==> config.mk <==
export PLATFORM = sky130hd
export DESIGN_NAME = led_ctrl
export DESIGN_NICKNAME = d
export VERILOG_FILES = /design/src/rtl/led_ctrl.sv
export SDC_FILE = /design/constraint.sdc
export NUM_CORES = 1
export LEC_CHECK = 0
export ABC_AREA = 1
export CAP_MARGIN = 20
export CORE_UTILIZATION = 63
export CTS_BUF_LIST = sky130_fd_sc_hd__clkbuf_8
export CTS_CLUSTER_SIZE = 40
export DETAILED_ROUTE_END_ITERATION = 7
export PLACE_DENSITY = 0.84
export SLEW_MARGIN = 20
export SYNTH_ARGS = -nofsm -noshare
export SYNTH_HDL_FRONTEND = slang
export SYNTH_SLANG_ARGS = --single-unit
==> constraint.sdc <==
create_clock -name clk_i -period 1.8 [get_ports clk_i]
set_input_delay 0.45 -clock clk_i [delete_from_list [all_inputs] [get_ports clk_i]]
set_output_delay 0.45 -clock clk_i [all_outputs]
set_load 0.03 [all_outputs]
==> src/rtl/led_ctrl.sv <==
// Multi-channel status-LED controller: per-channel off/on/blink/activity modes,
// with a shared blink counter and a per-channel synchronised pulse stretcher.
module led_ctrl #(
    parameter int unsigned              CHANNELS    = 2,
    parameter int unsigned              CNT_WIDTH   = 21,
    parameter logic [CNT_WIDTH-1:0]     RELOAD      = {1'b0, 3'b111, {(CNT_WIDTH-4){1'b0}}},
    parameter int unsigned              SYNC_STAGES = 2,
    parameter logic [CHANNELS-1:0]      INVERT      = '0
) (
    input  logic                    clk_i,
    input  logic                    rstn_i,
    input  logic [2*CHANNELS-1:0]   mode_i,
    input  logic [CHANNELS-1:0]     event_i,
    output logic [CHANNELS-1:0]     led_o,
    output logic                    tick_o
);

    localparam int unsigned MSB = CNT_WIDTH - 1;

    logic [CHANNELS-1:0]  sync_q [SYNC_STAGES];
    logic [CNT_WIDTH-1:0] cnt_q  [CHANNELS];
    logic [CNT_WIDTH-1:0] blink_q;
    logic [CHANNELS-1:0]  ev_s;
    logic [CHANNELS-1:0]  lv_c;

    assign ev_s = sync_q[SYNC_STAGES-1];

    // Logical LED value per channel, selected by its mode field.
    always_comb begin
        lv_c = '0;
        for (int c = 0; c < int'(CHANNELS); c++) begin
            case (mode_i[2*c +: 2])
                2'b00:   lv_c[c] = 1'b0;
                2'b01:   lv_c[c] = 1'b1;
                2'b10:   lv_c[c] = blink_q[MSB];
                default: lv_c[c] = ~cnt_q[c][MSB];
            endcase
        end
    end

    always_ff @(posedge clk_i) begin
        if (!rstn_i) begin
            for (int s = 0; s < int'(SYNC_STAGES); s++) sync_q[s] <= '0;
            for (int c = 0; c < int'(CHANNELS); c++) cnt_q[c] <= '0;
            blink_q <= '0;
            tick_o  <= 1'b0;
            led_o   <= INVERT;
        end else begin
            sync_q[0] <= event_i;
            for (int s = 1; s < int'(SYNC_STAGES); s++) sync_q[s] <= sync_q[s-1];

            blink_q <= blink_q + CNT_WIDTH'(1);
            tick_o  <= &blink_q;

            // Stretch counter: count up to MSB, then saturate until an event reloads it.
            for (int c = 0; c < int'(CHANNELS); c++) begin
                if (!cnt_q[c][MSB]) begin
                    cnt_q[c] <= cnt_q[c] + CNT_WIDTH'(1);
                end else if (ev_s[c]) begin
                    cnt_q[c] <= RELOAD;
                end
            end

            led_o <= lv_c ^ INVERT;
        end
    end

endmodule

* Word-level counts from Yosys, hierarchy flattened
Memory sizes are Yosys's and may differ from the RTL's. Cells that the tools add are included.
Cells by class: add/sub/neg operators 3, multipliers 0, divide/modulo/power cells 0, order comparisons 0, eq/ne operators 4, shift-type cells 0, muxes and demuxes 24, bitwise logic cells 8, reduce and logical (&&, ||, !) cells 3
Operators with widths (number):
- 21-bit two-way mux | 4
- 21-bit by 1-bit adder with 21-bit output, second input constant | 3
- 21-bit AND reduction | 1
- 1-bit two-way mux | 16
- 1-bit OR | 6
- 1-bit one-hot mux with 3 select lines | 2
- 2-bit by 1-bit equality test with 1-bit output, second input constant | 2
- 2-bit equality test, second input constant | 2
- 2-bit zero test | 2
- 2-bit two-way mux | 2
- 1-bit NOT | 2
Storage, ports and cells: flip-flop bits (word level) 24, latch bits 0, RAM bits 46, memory bits (read-only) 0, bits of input ports 8, output and inout bits 3, word-level logic and storage cells 47, memories kept 2
Memories:
- cnt_q | words 2, width 21, rd ports 2, clocked after Yosys merged registers in 0, wr ports 2, RTL line 21 | logic [CNT_WIDTH-1:0] cnt_q [CHANNELS];
- sync_q | words 2, width 2, rd ports 2, clocked after Yosys merged registers in 0, wr ports 2, RTL line 20 | logic [CHANNELS-1:0] sync_q [SYNC_STAGES];

* Depth between registers and ports, before layout
depth after elaboration 5, mapped depth 9, depth with buffers taken out 9

* Worst setup path after synthesis
No wires, ideal clock.
kind input to register, from input rstn_i, to memory cnt_q[0][0], enable pin, setup time 0.461 ns, arrival time 1.261 ns, data required time 1.339 ns, path slack 0.078 ns, stages 2, path buffers 1, cell sequence clkbuf_1 > nand3_1
RTL lines:
- start, declared | RTL line 11 | input logic rstn_i,
- end, declared | RTL line 21

==> impl_metrics.env <==
export IMPL_slew_headroom_pct=73.9
export IMPL_rsz0062_at_grt="false"
export IMPL_post_drt_wl_per_cell_um=12.7
export IMPL_numCtsBuffers=9
export IMPL_finalWirelength_mm=7.44
export IMPL_holdPathStages=2
export IMPL_min_path_type="reg -> reg"
export IMPL_clk_pin_slew_worst_paths_ns=0.07
export IMPL_critical_path_class="in -> reg"
export IMPL_max_cap_violations=0
export IMPL_period_share_pct=93.0
export IMPL_die_w_um=76.5
export IMPL_fp_row_count=26
export IMPL_fin_crit_ns=1.67
export IMPL_crit_chain="clkdlybuf4s50_1 > buf_4 > nand2_2 > nand4_1 > nor2_1 > nand3_1 > nand2_1 > o21bai_1"
export IMPL_ys_types=36
export IMPL_syn_to_final_growth_pct=15.6
export IMPL_dieArea_mm2=0.00586
export IMPL_drt_iter0_drc=222
export IMPL_antenna_left=0
export IMPL_vdd_ir_drop_max_mv=0.775
export IMPL_utilization_pct=77.2
export IMPL_r2r_start="cnt_q[0][0]"
export IMPL_core_mm2=0.00524
export IMPL_finalSetupViolations=0
export IMPL_grt_pass1_wl_mm=12.9
export IMPL_cts_hold_buffers=0
export IMPL_place_gp_congestion=0.890
export IMPL_min_to="sync_q[0][2]"
export IMPL_cts_root_buf="clkbuf_8"
export IMPL_syn_area_per_cell_um2=7.31
export IMPL_fmax_mhz=598
export IMPL_vias=3147
export IMPL_ys_warn_count=0
export IMPL_ys_seq_area_share_pct=46.0
export IMPL_initial_utilization_pct=66.8
export IMPL_powerDensity_mw_per_mm2=832
export IMPL_cp_arrival_ns=1.91
export IMPL_yosys_area_top_type="dfxtp_1"
export IMPL_cts_setup_buffers=0
export IMPL_dp_hpwl_mm=5.33
export IMPL_r2r_end="cnt_q[0][12]"
export IMPL_synthesis_area_mm2=0.00350
export IMPL_synth_top_area_share_pct=28.0
export IMPL_grt_pass1_vias=3020
export IMPL_min_from="sync_q[0][0]"
export IMPL_antenna_found_initial=0
export IMPL_grt_max_degree=22
export IMPL_clock_sinks=70
export IMPL_via_per_inst=5.39
export IMPL_ioPinCount=11
export IMPL_crit_required_ns=2.03
export IMPL_regToRegSetupSlack_ns=0.15
export IMPL_drt_first_pass_iters=5
export IMPL_die_y_um=76.5
export IMPL_cp_max_fo=14
export IMPL_rr_worst_depth=7
export IMPL_critPathMaxStageDelay_ns=0.45
export IMPL_timing_hold_violations_final=0
export IMPL_cts_tree="done"
export IMPL_overflow=0
export IMPL_diodes=0
export IMPL_power_mw=3.36
export IMPL_startpoint_type="input pin"
export IMPL_netlist_instances=479
export IMPL_synth_nets=490
export IMPL_nets=520
export IMPL_status="completed"
export IMPL_design_area_mm2=0.00404
export IMPL_crit_path_end_kind="flip-flop"
export IMPL_drc=0
export IMPL_layout_drive_gt1_share_pct=10.9
export IMPL_p_leak_nw=1.55
export IMPL_clkLatencyLatePin_ns=0.35
export IMPL_tightest_slew_ns=0.390
export IMPL_critPathSlowestCell="clkdlybuf4s50_1"
export IMPL_postPlaceCellArea_mm2=0.00379
export IMPL_slew_violations=0
export IMPL_cts_path_max_buffers=2
export IMPL_grt_usage_pct=27.9
export IMPL_ys_ff_latch=70
export IMPL_yosys_top_cells_area="dfxtp_1 (28%), edfxtp_1 (18%), nand2_1 (13%), nor2_1 (8.5%), inv_1 (5.4%)"
export IMPL_port_buffers=10
export IMPL_h_tree_depth=3
export IMPL_fin_worst_skew_ns=0.00673
-- registers in the layout, summed over array words and instances (netlist names) --
signal	cells
tick_o	1
sync_q	4
cnt_q	42
led_o	2
blink_q	21
-- layout make-up --
type                    instances  area [um^2]
multi-input cells             344         1660
flip-flops and latches         70         1610
fillers                       374         1190
repair buffers                 24          234
inverters                      60          225
clock buffers                  10          138
clock inverters                 6         87.6
well taps                      70         87.6
-- what timing repair did --
item | in CTS | in global routing
gates resized for setup | 1 | 7
endpoints found under the setup margin | 1 | 9
pin swaps | 0 | 0
-- power breakdown --
part / internal (mW) / switching, mW / leakage [nW]
clock network: 0.815 / 0.606 / 0.110
logic: 0.0875 / 0.111 / 0.792
registers: 1.69 / 0.0527 / 0.647
-- through the flow --
step,hold WS (ns),setup WS [ns],TNS [ns],std cells
detailed placement,0.405,-0.149,-2.07,568
global route,0.443,0.00393,0,584
finish,0.419,0.127,0,584
global placement,0.393,-0.0892,-1.37,568
floorplan,0.390,0.0781,0,479
CTS,0.424,0.00588,0,584
-- cells by family after synthesis --
logic type / count (synthesis) / synth area share [%]
DFF: 70 / 46.0
adders and majority gates: 3 / 1.07
buffers and inverters: 65 / 7.11
and+or+nand+nor: 273 / 34.0
xor gates and xnor gates: 9 / 2.25
AOI/OAI and AO/OA: 59 / 9.47
-- how the worst max path moves through the flow --
stage,start,endpoint,slack (ns)
after CTS,led_o[0],led_o[0],0.006
final,rstn_i,cnt_q[1][19],0.13
after global placement,rstn_i,cnt_q[1][6],-0.09
after global routing,cnt_q[0][0],cnt_q[0][16],0.004
after floorplan,rstn_i,cnt_q[0][0],0.08
after detailed placement,rstn_i,cnt_q[1][9],-0.15
-- layer usage --
layer	up-vias	GRT usage (%)	wire, um
li1	1617	-	-
met1	1437	33.8	3440
met2	83	47.0	3540
met3	10	8.38	345
met4	0	9.23	119
met5	-	0	0
-- cells in the final DEF (no fill, tap or decap), types with 3 or more instances in the layout --
master	count
a21oi_1	33
a31oi_1	4
and3_1	3
buf_4	12
clkbuf_8	10
clkdlybuf4s50_1	7
dfxtp_1	49
edfxtp_1	21
inv_1	51
inv_2	9
nand2_1	120
nand2_2	3
nand3_1	28
nand3b_1	7
nand4_1	8
nor2_1	78
nor2_2	6
nor2_4	3
nor3_1	10
o21ai_0	11
o21ai_1	5
xnor2_1	3
xor2_1	6
-- Yosys cell counts --
cell,n
inv_2,9
nand3_1,28
or2_2,1
nor3_2,2
nor3_1,10
nor2_1,79
buf_2,1
buf_4,1
nand2_1,120
nand2_2,3
o21bai_1,1
xor2_1,6
xnor2_1,3
nand3b_1,7
buf_1,1
nor2_4,1
nor2_2,7
or2_1,1
o21a_1,2
ha_1,3
nor4_2,1
o21ai_0,11
a31oi_4,1
o21ai_1,5
a21oi_1,33
and3_1,3
or2_0,1
nand4_1,8
inv_1,50
clkinv_1,1
a311oi_1,2
dfxtp_1,49
edfxtp_1,21
nor3b_1,1
clkbuf_1,2
a31oi_1,4
-- critical path, delay by kind of cell --
kind,cells,cell delay [ns]
and+or+nand+nor,5,0.77
buffers and inverters,2,0.62
AOI/OAI and AO/OA,1,0.07
No activity file was read; power rests on OpenSTA's default activity.
